==> config.mk <==
export PLATFORM = sky130hd
export DESIGN_NAME = mips_cpu_harvard_mem_bridge_flat
export DESIGN_NICKNAME = d
export VERILOG_FILES = /design/src/rtl/mips_cpu_harvard_mem_bridge_if.sv /design/src/rtl/mips_cpu_harvard_mem_bridge.sv /design/src/flat_wrapper.sv
export SDC_FILE = /design/constraint.sdc
export NUM_CORES = 1
export LEC_CHECK = 0
export CORE_ASPECT_RATIO = 0.6
export CORE_MARGIN = 2
export CORE_UTILIZATION = 38
export DETAILED_ROUTE_END_ITERATION = 12
export GPL_TIMING_DRIVEN = 0
export PLACE_DENSITY_LB_ADDON = 0.2
export SYNTH_ARGS = -nofsm -noshare
export SYNTH_HDL_FRONTEND = slang
export SYNTH_SLANG_ARGS = --single-unit
==> constraint.sdc <==
create_clock -name clk -period 2.8 [get_ports clk]
set_input_delay 0.42 -clock clk [delete_from_list [all_inputs] [get_ports clk]]
set_output_delay 0.42 -clock clk [all_outputs]
set_load 0.02 [all_outputs]
==> src/rtl/mips_cpu_harvard_mem_bridge_if.sv <==
// mips_cpu_harvard_mem_bridge_if
//   Groups every bus signal of the Harvard CPU memory bridge: the host run
//   enable, the CPU-facing combinational instruction/data ports and the two
//   Avalon-style wait-state memory ports.
//   Modports:
//     slave  - the bridge's view (drives cpu_clk_enable, buffered read data,
//              memory requests and bus_error).
//     master - the environment's view (host, CPU and both memories).
interface mips_cpu_harvard_mem_bridge_if;
   logic        host_clk_enable;
   logic        cpu_clk_enable;
   logic [31:0] instr_address;
   logic [31:0] instr_readdata;
   logic [31:0] data_address;
   logic        data_read;
   logic        data_write;
   logic [31:0] data_writedata;
   logic [31:0] data_readdata;
   logic [31:0] imem_address;
   logic        imem_read;
   logic        imem_waitrequest;
   logic [31:0] imem_readdata;
   logic [31:0] dmem_address;
   logic        dmem_read;
   logic        dmem_write;
   logic [31:0] dmem_writedata;
   logic        dmem_waitrequest;
   logic [31:0] dmem_readdata;
   logic        bus_error;

   modport slave (
      input  host_clk_enable,
      output cpu_clk_enable,
      input  instr_address,
      output instr_readdata,
      input  data_address,
      input  data_read,
      input  data_write,
      input  data_writedata,
      output data_readdata,
      output imem_address,
      output imem_read,
      input  imem_waitrequest,
      input  imem_readdata,
      output dmem_address,
      output dmem_read,
      output dmem_write,
      output dmem_writedata,
      input  dmem_waitrequest,
      input  dmem_readdata,
      output bus_error
   );

   modport master (
      output host_clk_enable,
      input  cpu_clk_enable,
      output instr_address,
      input  instr_readdata,
      output data_address,
      output data_read,
      output data_write,
      output data_writedata,
      input  data_readdata,
      input  imem_address,
      input  imem_read,
      output imem_waitrequest,
      output imem_readdata,
      input  dmem_address,
      input  dmem_read,
      input  dmem_write,
      input  dmem_writedata,
      output dmem_waitrequest,
      output dmem_readdata,
      input  bus_error
   );
endinterface

==> src/rtl/mips_cpu_harvard_mem_bridge.sv <==
// mips_cpu_harvard_mem_bridge
//   Sequences a Harvard CPU with combinational instruction/data ports against
//   two wait-state memories. Each instruction is fetched, optionally performs
//   one data access, then the CPU is stepped by a single cpu_clk_enable pulse.
//   Read data is buffered so the CPU sees stable values while enabled. A wait
//   counter aborts a stuck request, raises sticky bus_error and halts.
//   Parameters:
//     TIMEOUT_CYCLES - max consecutive waitrequest cycles per request (0 = off)
//   Ports:
//     clk   - clock
//     reset - synchronous, active-high
//     bus   - mips_cpu_harvard_mem_bridge_if.slave (host, CPU, imem, dmem)
module mips_cpu_harvard_mem_bridge #(
   parameter int unsigned TIMEOUT_CYCLES = 1023
) (
   input  logic                                clk,
   input  logic                                reset,
   mips_cpu_harvard_mem_bridge_if.slave        bus
);

   typedef enum logic [1:0] {
      FETCH = 2'd0,
      DATA  = 2'd1,
      STEP  = 2'd2,
      HALT  = 2'd3
   } state_t;

   state_t      state_r,          state_nxt_s;
   logic        check_r,          check_nxt_s;
   logic        imem_read_r,      imem_read_nxt_s;
   logic        dmem_read_r,      dmem_read_nxt_s;
   logic        dmem_write_r,     dmem_write_nxt_s;
   logic [31:0] dmem_address_r,   dmem_address_nxt_s;
   logic [31:0] dmem_writedata_r, dmem_writedata_nxt_s;
   logic [31:0] instr_buf_r,      instr_buf_nxt_s;
   logic [31:0] data_buf_r,       data_buf_nxt_s;
   logic [31:0] wait_cnt_r,       wait_cnt_nxt_s;
   logic        bus_error_r,      bus_error_nxt_s;
   logic [31:0] wait_inc_s;

   // True once a waiting request has accumulated the maximum allowed wait cycles.
   function automatic logic timed_out(input logic [31:0] cnt);
      return (TIMEOUT_CYCLES != 32'd0) && (cnt >= TIMEOUT_CYCLES);
   endfunction

   // Next-state and next-output logic for the sequencing FSM.
   always_comb begin
      state_nxt_s          = state_r;
      check_nxt_s          = check_r;
      imem_read_nxt_s      = imem_read_r;
      dmem_read_nxt_s      = dmem_read_r;
      dmem_write_nxt_s     = dmem_write_r;
      dmem_address_nxt_s   = dmem_address_r;
      dmem_writedata_nxt_s = dmem_writedata_r;
      instr_buf_nxt_s      = instr_buf_r;
      data_buf_nxt_s       = data_buf_r;
      wait_cnt_nxt_s       = wait_cnt_r;
      bus_error_nxt_s      = bus_error_r;
      wait_inc_s           = wait_cnt_r + 32'd1;

      case (state_r)
         FETCH: begin
            if (check_r) begin
               // The CPU now decodes the freshly buffered instruction, so its
               // strobes are valid; launch the data request registered.
               check_nxt_s          = 1'b0;
               wait_cnt_nxt_s       = 32'd0;
               dmem_address_nxt_s   = bus.data_address;
               dmem_writedata_nxt_s = bus.data_writedata;
               if (bus.data_write) begin
                  dmem_write_nxt_s = 1'b1;
                  state_nxt_s      = DATA;
               end else if (bus.data_read) begin
                  dmem_read_nxt_s  = 1'b1;
                  state_nxt_s      = DATA;
               end else begin
                  state_nxt_s      = STEP;
               end
            end else if (imem_read_r) begin
               if (!bus.imem_waitrequest) begin
                  instr_buf_nxt_s = bus.imem_readdata;
                  imem_read_nxt_s = 1'b0;
                  check_nxt_s     = 1'b1;
                  wait_cnt_nxt_s  = 32'd0;
               end else if (timed_out(wait_inc_s)) begin
                  imem_read_nxt_s = 1'b0;
                  bus_error_nxt_s = 1'b1;
                  wait_cnt_nxt_s  = wait_inc_s;
                  state_nxt_s     = HALT;
               end else begin
                  wait_cnt_nxt_s  = wait_inc_s;
               end
            end else if (bus.host_clk_enable) begin
               imem_read_nxt_s = 1'b1;
               wait_cnt_nxt_s  = 32'd0;
            end else begin
               imem_read_nxt_s = 1'b0;
            end
         end

         DATA: begin
            if (dmem_read_r || dmem_write_r) begin
               if (!bus.dmem_waitrequest) begin
                  // Writes never touch the read buffer.
                  if (dmem_read_r) begin
                     data_buf_nxt_s = bus.dmem_readdata;
                  end else begin
                     data_buf_nxt_s = data_buf_r;
                  end
                  dmem_read_nxt_s  = 1'b0;
                  dmem_write_nxt_s = 1'b0;
                  wait_cnt_nxt_s   = 32'd0;
                  state_nxt_s      = STEP;
               end else if (timed_out(wait_inc_s)) begin
                  dmem_read_nxt_s  = 1'b0;
                  dmem_write_nxt_s = 1'b0;
                  bus_error_nxt_s  = 1'b1;
                  wait_cnt_nxt_s   = wait_inc_s;
                  state_nxt_s      = HALT;
               end else begin
                  wait_cnt_nxt_s   = wait_inc_s;
               end
            end else begin
               state_nxt_s = STEP;
            end
         end

         STEP: begin
            // The enabled cycle is the CPU step; the next fetch is issued at
            // the same edge so a zero-wait instruction costs three cycles.
            if (bus.host_clk_enable) begin
               imem_read_nxt_s = 1'b1;
               wait_cnt_nxt_s  = 32'd0;
               state_nxt_s     = FETCH;
            end else begin
               state_nxt_s     = STEP;
            end
         end

         HALT: begin
            imem_read_nxt_s  = 1'b0;
            dmem_read_nxt_s  = 1'b0;
            dmem_write_nxt_s = 1'b0;
            check_nxt_s      = 1'b0;
            state_nxt_s      = HALT;
         end

         default: begin
            imem_read_nxt_s  = 1'b0;
            dmem_read_nxt_s  = 1'b0;
            dmem_write_nxt_s = 1'b0;
            check_nxt_s      = 1'b0;
            state_nxt_s      = FETCH;
         end
      endcase
   end

   // State and output registers with synchronous reset.
   always_ff @(posedge clk) begin
      if (reset) begin
         state_r          <= FETCH;
         check_r          <= 1'b0;
         imem_read_r      <= 1'b0;
         dmem_read_r      <= 1'b0;
         dmem_write_r     <= 1'b0;
         dmem_address_r   <= 32'd0;
         dmem_writedata_r <= 32'd0;
         instr_buf_r      <= 32'd0;
         data_buf_r       <= 32'd0;
         wait_cnt_r       <= 32'd0;
         bus_error_r      <= 1'b0;
      end else begin
         state_r          <= state_nxt_s;
         check_r          <= check_nxt_s;
         imem_read_r      <= imem_read_nxt_s;
         dmem_read_r      <= dmem_read_nxt_s;
         dmem_write_r     <= dmem_write_nxt_s;
         dmem_address_r   <= dmem_address_nxt_s;
         dmem_writedata_r <= dmem_writedata_nxt_s;
         instr_buf_r      <= instr_buf_nxt_s;
         data_buf_r       <= data_buf_nxt_s;
         wait_cnt_r       <= wait_cnt_nxt_s;
         bus_error_r      <= bus_error_nxt_s;
      end
   end

   // The CPU's PC only becomes valid after the edge that launches the fetch,
   // so the instruction address is passed through while the registered read
   // is pending; the PC is frozen then because cpu_clk_enable is low.
   assign bus.imem_address   = imem_read_r ? bus.instr_address : 32'd0;
   assign bus.imem_read      = imem_read_r;
   assign bus.dmem_address   = dmem_address_r;
   assign bus.dmem_read      = dmem_read_r;
   assign bus.dmem_write     = dmem_write_r;
   assign bus.dmem_writedata = dmem_writedata_r;
   assign bus.instr_readdata = instr_buf_r;
   assign bus.data_readdata  = data_buf_r;
   assign bus.bus_error      = bus_error_r;
   // Follows the host enable within the step cycle so a paused host never
   // produces a partial pulse.
   assign bus.cpu_clk_enable = (state_r == STEP) && bus.host_clk_enable;

endmodule

==> src/flat_wrapper.sv <==
// flat-port wrapper written by rule: the top's interface ports become plain ports
module mips_cpu_harvard_mem_bridge_flat 
#(
   parameter int unsigned TIMEOUT_CYCLES = 1023
)
  (clk, reset, bus_host_clk_enable, bus_cpu_clk_enable, bus_instr_address, bus_instr_readdata, bus_data_address, bus_data_read, bus_data_write, bus_data_writedata, bus_data_readdata, bus_imem_address, bus_imem_read, bus_imem_waitrequest, bus_imem_readdata, bus_dmem_address, bus_dmem_read, bus_dmem_write, bus_dmem_writedata, bus_dmem_waitrequest, bus_dmem_readdata, bus_bus_error);
  mips_cpu_harvard_mem_bridge_if bus_i ();
  input  logic clk;
  input  logic reset;
  input wire logic [$bits(bus_i.host_clk_enable)-1:0] bus_host_clk_enable;
  output wire logic [$bits(bus_i.cpu_clk_enable)-1:0] bus_cpu_clk_enable;
  input wire logic [$bits(bus_i.instr_address)-1:0] bus_instr_address;
  output wire logic [$bits(bus_i.instr_readdata)-1:0] bus_instr_readdata;
  input wire logic [$bits(bus_i.data_address)-1:0] bus_data_address;
  input wire logic [$bits(bus_i.data_read)-1:0] bus_data_read;
  input wire logic [$bits(bus_i.data_write)-1:0] bus_data_write;
  input wire logic [$bits(bus_i.data_writedata)-1:0] bus_data_writedata;
  output wire logic [$bits(bus_i.data_readdata)-1:0] bus_data_readdata;
  output wire logic [$bits(bus_i.imem_address)-1:0] bus_imem_address;
  output wire logic [$bits(bus_i.imem_read)-1:0] bus_imem_read;
  input wire logic [$bits(bus_i.imem_waitrequest)-1:0] bus_imem_waitrequest;
  input wire logic [$bits(bus_i.imem_readdata)-1:0] bus_imem_readdata;
  output wire logic [$bits(bus_i.dmem_address)-1:0] bus_dmem_address;
  output wire logic [$bits(bus_i.dmem_read)-1:0] bus_dmem_read;
  output wire logic [$bits(bus_i.dmem_write)-1:0] bus_dmem_write;
  output wire logic [$bits(bus_i.dmem_writedata)-1:0] bus_dmem_writedata;
  input wire logic [$bits(bus_i.dmem_waitrequest)-1:0] bus_dmem_waitrequest;
  input wire logic [$bits(bus_i.dmem_readdata)-1:0] bus_dmem_readdata;
  output wire logic [$bits(bus_i.bus_error)-1:0] bus_bus_error;
  assign bus_i.host_clk_enable = bus_host_clk_enable;
  assign bus_cpu_clk_enable = bus_i.cpu_clk_enable;
  assign bus_i.instr_address = bus_instr_address;
  assign bus_instr_readdata = bus_i.instr_readdata;
  assign bus_i.data_address = bus_data_address;
  assign bus_i.data_read = bus_data_read;
  assign bus_i.data_write = bus_data_write;
  assign bus_i.data_writedata = bus_data_writedata;
  assign bus_data_readdata = bus_i.data_readdata;
  assign bus_imem_address = bus_i.imem_address;
  assign bus_imem_read = bus_i.imem_read;
  assign bus_i.imem_waitrequest = bus_imem_waitrequest;
  assign bus_i.imem_readdata = bus_imem_readdata;
  assign bus_dmem_address = bus_i.dmem_address;
  assign bus_dmem_read = bus_i.dmem_read;
  assign bus_dmem_write = bus_i.dmem_write;
  assign bus_dmem_writedata = bus_i.dmem_writedata;
  assign bus_i.dmem_waitrequest = bus_dmem_waitrequest;
  assign bus_i.dmem_readdata = bus_dmem_readdata;
  assign bus_bus_error = bus_i.bus_error;
  mips_cpu_harvard_mem_bridge #(.TIMEOUT_CYCLES(TIMEOUT_CYCLES)) u_core (.clk(clk), .reset(reset), .bus(bus_i));
endmodule
Yosys cells after proc, flatten, opt, wreduce, memory -nomap -nowiden
Index checks and enable logic that the tools add are counted.

storage, ports and cells
  output and inout bits = 165
  input port bits = 167
  logic and storage cells = 95
  flip-flop bits (word level) = 167

operators by class
  add/subtract/negate cells = 1
  eq/ne operators = 16
  reductions and logical operators = 17
  mux-type cells = 46
  bitwise logic cells = 3
  $lt $le $gt $ge = 1

operators by type and width
  cell                                                                                    number
  32-bit two-way mux                                                                      7
  32-bit one-hot mux with 3 select lines                                                  1
  32-bit by 1-bit adder with 32-bit output (second input constant)                        1
  32-bit by 10-bit greater-or-equal comparator with 1-bit output (second input constant)  1
  1-bit two-way mux                                                                       23
  2-bit two-way mux                                                                       9
  2-bit inequality test (second input constant)                                           7
  6-bit AND reduction                                                                     2
  1-bit one-hot mux with 3 select lines                                                   3
  3-bit nonzero test                                                                      3
  2-bit one-hot mux with 4 select lines                                                   1
  4-bit AND reduction                                                                     2
  2-bit by 1-bit inequality test with 1-bit output (second input constant)                3
  3-bit by 2-bit inequality test with 1-bit output (second input constant)                2
  2-bit AND reduction                                                                     3
  5-bit AND reduction                                                                     1
  2-bit equality test (second input constant)                                             2
  1-bit one-hot mux with 2 select lines                                                   2
  2-bit nonzero test                                                                      2
  3-bit by 1-bit inequality test with 1-bit output (second input constant)                1
  1-bit inverter                                                                          3
  3-bit AND reduction                                                                     1
  2-bit by 1-bit equality test with 1-bit output (second input constant)                  1
  2-bit zero test                                                                         1
  other kinds (2)                                                                         2

Logic depth before layout (Yosys ltp)
  depth in word-level cells = 7
  depth in mapped cells = 10
  mapped depth without buffers = 9

Least setup slack after synthesis
OpenSTA, ideal clock, no wires.

  path type = register to register
  start = register u_core.wait_cnt_r[0]
  end = register u_core.state_r[0]
  setup time = 116 ps
  required time = 2,684 ps
  arrival = 2,804 ps
  path slack = -120 ps
  clock period less this slack = 2,920 ps
  buffers on the path = 0
  stages on the path, launching flop included = 9
  cells stage by stage = dfxtp_1 -> ha_1 -> nand3_1 -> nor4_1 -> nand4_1 -> xnor2_1 -> or4_1 -> or4_4 -> o211a_1

between the ends
  cells in the longest elaborated chain, start to end = 7
  elaborated cells between the ends (all ways) = 9
  classes of those cells = 1 x add/sub; 1 x order compare; 7 x mux

ends and longest elaborated chain
  what                                                                line                                text
  start, declared                                                     mips_cpu_harvard_mem_bridge.sv:37   logic [31:0] wait_cnt_r, wait_cnt_nxt_s;
  start signal, assigned                                              mips_cpu_harvard_mem_bridge.sv:182  wait_cnt_r <= wait_cnt_nxt_s;
  32-bit by 1-bit adder with 32-bit output (*)                        mips_cpu_harvard_mem_bridge.sv:59   wait_inc_s = wait_cnt_r + 32'd1;
  32-bit by 10-bit greater-or-equal comparator with 1-bit output (*)  mips_cpu_harvard_mem_bridge.sv:43   return (TIMEOUT_CYCLES != 32'd0) && (cnt >= TIMEOUT_CYCLES);
  2-bit two-way mux (*)                                               n/a
  2-bit two-way mux (3 in a row)                                      n/a
  2-bit one-hot mux with 4 select lines (*)                           n/a
  end signal, assigned                                                mips_cpu_harvard_mem_bridge.sv:173  state_r <= state_nxt_s;
  end, declared                                                       mips_cpu_harvard_mem_bridge.sv:28   state_t state_r, state_nxt_s;

Every way passes the cells marked *; elsewhere a longest branch is shown, timed or not. The select of a mux whose other input is x is not followed.
A chain may end at the register's enable or synchronous reset.

Worst setup path in the final report
  start = register u_core.wait_cnt_r[1]
  end = register u_core.state_r[0]

The elaborated chain is that of the path after synthesis.

==> qor.yml <==
status: "finished with violations"
failed_checks: "setup timing"
firstDrtPassIters: 5
holdBufCountCts: 0
relSlewSlack: 0.326
grt_pass1_vias: 8134
seq_area_frac_synth: 0.444
track_usage: 0.273
die_h_um: 113
cp.required_ns: 3.12
wl_per_cell_um: 17.7
rows: 39
p_total_mw: 7.64
cts.sinks: 167
max_freq_mhz: 353
syn_avg_cell_area_sq_um: 7.41
regArea_sq_um: 3360
end_kind: "flip-flop"
grt_overflow: 0
place_inst: 1613
maxCapViolations: 0
cts_made_buffers: 17
cts-root-buf: "clkbuf_16"
fin_crit_sh: 1.01
grt_max_degree: 19
drt-total-wl_mm: 29.2
start_util: 0.392
drive_above_1_share: 0.0765
synth_area_sq_um: 7530
fin_ws_ns: -0.0315
slew_viol_final: 0
area_delta_synth_final_pct: 60.0
die_w_um: 186
drc: 0
synth_nets: 1190
power.leakage_nw: 4.17
die_area_sq_um: 21000
clk_pin_slew_ns: 0.08
io_buffers: 331
gp_congestion: 0.911
stdcell_count: 1652
peakVddDrop_v: 0.000511
worstMarginPinSlew_ns: 1.01
hold_viol: 0
synth_edf_count: 0
clock_path_buffers: 2
antenna_cells: 0
hpwlAfterDp_mm: 22.1
place_ws_ns: -0.439
ys_ff_latch: 167
antenna_found_initial: 0
ant_nets: 0
viasPerCell: 5.19
rsz0062_at_grt: "true"
clk_latency_ns: 0.43
grt_pass1_wl_mm: 44.4
via_count: 8578
core_area_sq_um: 19200
path_class: "reg2reg"
yosys_warnings: 0
fin_crit_ns: 2.83
io_pins: 332
critPathLaunchType: "flip-flop"
synthCells: 1016
yosysUniqueCellTypes: 51
ys_async_sr_fraction: 0
hp-class: "reg2reg"
fillers: 1731
clock_skew_ns: 0.0135
final-setup-viol-count: 3
synthFlopType: "dfxtp_1"
ctsHtreeMaxLevel: 4
multi_input_area_sq_um: 3970
power_density_nw_per_um2: 635
final_nets: 1547
cp_max_fo: 9
critPathArrivalTime_ns: 3.15
drtIter0Drc: 713
cts_tree: "done"
## critical path, cell delays in order (launching register included)
cell	delay, ns
dfxtp_4	0.37
buf_4	0.14
and4_4	0.16
buf_6	0.13
and4_4	0.21
or4_4	0.41
a221oi_2	0.26
o2111ai_1	0.21
or4_4	0.61
o211a_1	0.22
## routing by layer
metal | vias to the layer above | track usage | wire, um | part of all wire
met3 | 61 | 0.0734 | 2810 | 0.096
li1 | 4178 | - | - | -
met1 | 3919 | 0.353 | 12300 | 0.42
met2 | 418 | 0.443 | 13300 | 0.46
met4 | 2 | 0.0908 | 753 | 0.026
met5 | - | 0 | 27 | 0.00093
## per-stage QoR
stage           util  hold slack, ns  cell area (sq um)  TNS [ns]
2_1_floorplan      -           0.489               7540         0
3_3_place_gp   0.582           0.441              11200     -3.23
3_5_place_dp   0.582           0.445              11200     -3.74
4_1_cts        0.621           0.455              11900  -0.00561
5_1_grt        0.626           0.471              12000    -0.667
6_report       0.626           0.453              12000   -0.0706
## power by group
group / total [mW] / internal (mW) / switching (mW)
combinational: 2.58 / 1.09 / 1.49
clock: 2.36 / 1.22 / 1.14
sequential: 2.70 / 2.57 / 0.130
## state kept, by name (all words and copies together), names as in the netlist
| name | flops |
|---|---|
| u_core.bus.dmem_read | 1 |
| u_core.wait_cnt_r | 32 |
| u_core.check_r | 1 |
| u_core.bus.dmem_writedata | 32 |
| u_core.bus.data_readdata | 32 |
| u_core.bus.bus_error | 1 |
| u_core.bus.dmem_write | 1 |
| u_core.bus.instr_readdata | 32 |
| u_core.bus.dmem_address | 32 |
| u_core.bus.imem_read | 1 |
| u_core.state_r | 2 |
## synth_stat cells, types with 5 or more instances
| master | count | area [sq um] |
|---|---|---|
| or4_1 | 5 | 37.5 |
| xor2_1 | 5 | 43.8 |
| buf_2 | 7 | 35.0 |
| o31ai_1 | 8 | 60.1 |
| a22oi_1 | 6 | 45.0 |
| a31oi_1 | 10 | 62.6 |
| nand3b_1 | 7 | 52.6 |
| and2_1 | 37 | 231 |
| dfxtp_1 | 167 | 3340 |
| nor2b_1 | 5 | 31.3 |
| nor4_1 | 9 | 56.3 |
| nand2_1 | 288 | 1080 |
| a21oi_1 | 168 | 841 |
| o21ai_0 | 36 | 180 |
| nor3_1 | 18 | 90.1 |
| nand3_1 | 20 | 100 |
| or3_1 | 8 | 50.1 |
| nor2_1 | 54 | 203 |
| inv_1 | 8 | 30.0 |
| ha_1 | 7 | 87.6 |
| nand4_1 | 14 | 87.6 |
| clkbuf_1 | 68 | 255 |
| and3_1 | 8 | 50.1 |
## cell type report
| class | instances | share of cell area |
|---|---|---|
| buffer | 75 | 0.0293 |
| clock buffer | 18 | 0.0365 |
| clock inverter | 14 | 0.0128 |
| inverter | 8 | 0.00249 |
| multi-input combinational | 761 | 0.329 |
| sequential | 167 | 0.279 |
| tap | 266 | 0.0276 |
| timing repair buffer | 343 | 0.283 |
## logic make-up (layout without fill, tap and decap cells)
| family | count (synthesis) | after routing | synth area share |
|---|---|---|---|
| AND/OR/NAND/NOR | 492 | 492 | 0.298 |
| buffers and inverters | 88 | 458 | 0.0490 |
| XOR/XNOR | 9 | 9 | 0.0105 |
| flip-flops | 167 | 167 | 0.444 |
| multiplexers | 6 | 6 | 0.00831 |
| adder cells (fa/ha/maj) | 7 | 7 | 0.0116 |
| AO/OA/AOI/OAI | 247 | 247 | 0.179 |
## cell usage in the layout (no fill, tap or decap), types with 3 or more instances in the layout
cell / Yosys / layout
buf_6: 4 / 7
o21ai_0: 36 / 35
a21oi_1: 168 / 168
clkinv_8: 0 / 3
clkdlybuf4s50_1: 0 / 331
o31ai_1: 8 / 6
dfxtp_1: 167 / 158
ha_1: 7 / 5
xnor2_1: 4 / 4
nor4_1: 9 / 6
nor2b_1: 5 / 5
nand3b_1: 7 / 7
or4_4: 2 / 5
clkbuf_16: 0 / 17
a31oi_1: 10 / 10
nor3_1: 18 / 15
nand3_1: 20 / 16
nand2b_1: 3 / 3
a22oi_1: 6 / 6
nand2_1: 288 / 287
and3_1: 8 / 7
buf_4: 0 / 13
nor2_1: 54 / 53
clkbuf_1: 68 / 53
inv_8: 0 / 4
inv_6: 0 / 4
dfxtp_2: 0 / 7
or3_1: 8 / 8
clkbuf_2: 0 / 10
o2111ai_1: 4 / 4
xor2_1: 5 / 5
and2_1: 37 / 37
nand4_1: 14 / 14
inv_1: 8 / 8
mux2i_1: 4 / 4
## repair_timing
| action | CTS | global route |
|---|---|---|
| resized for setup | 33 | 31 |
| pin swaps | 9 | 9 |
| setup buffers | 5 | 7 |
| setup endpoints to repair | 60 | 54 |
| gates cloned | 0 | 0 |
| hold endpoints to repair | 0 | 0 |
## path summary, 6_finish.rpt
kind / depth (start not counted) / from / slack, ns / end
worst min register to register: 2 / u_core.bus.dmem_address[8] / 0.45 / u_core.bus.dmem_address[8]
worst max register to register: 9 / u_core.wait_cnt_r[1] / -0.03 / u_core.state_r[0]
worst max-delay path: 9 / u_core.wait_cnt_r[1] / -0.03 / u_core.state_r[0]
worst min-delay path: 2 / u_core.bus.dmem_address[8] / 0.45 / u_core.bus.dmem_address[8]
Note: power is estimated with default switching activity, not from simulation.
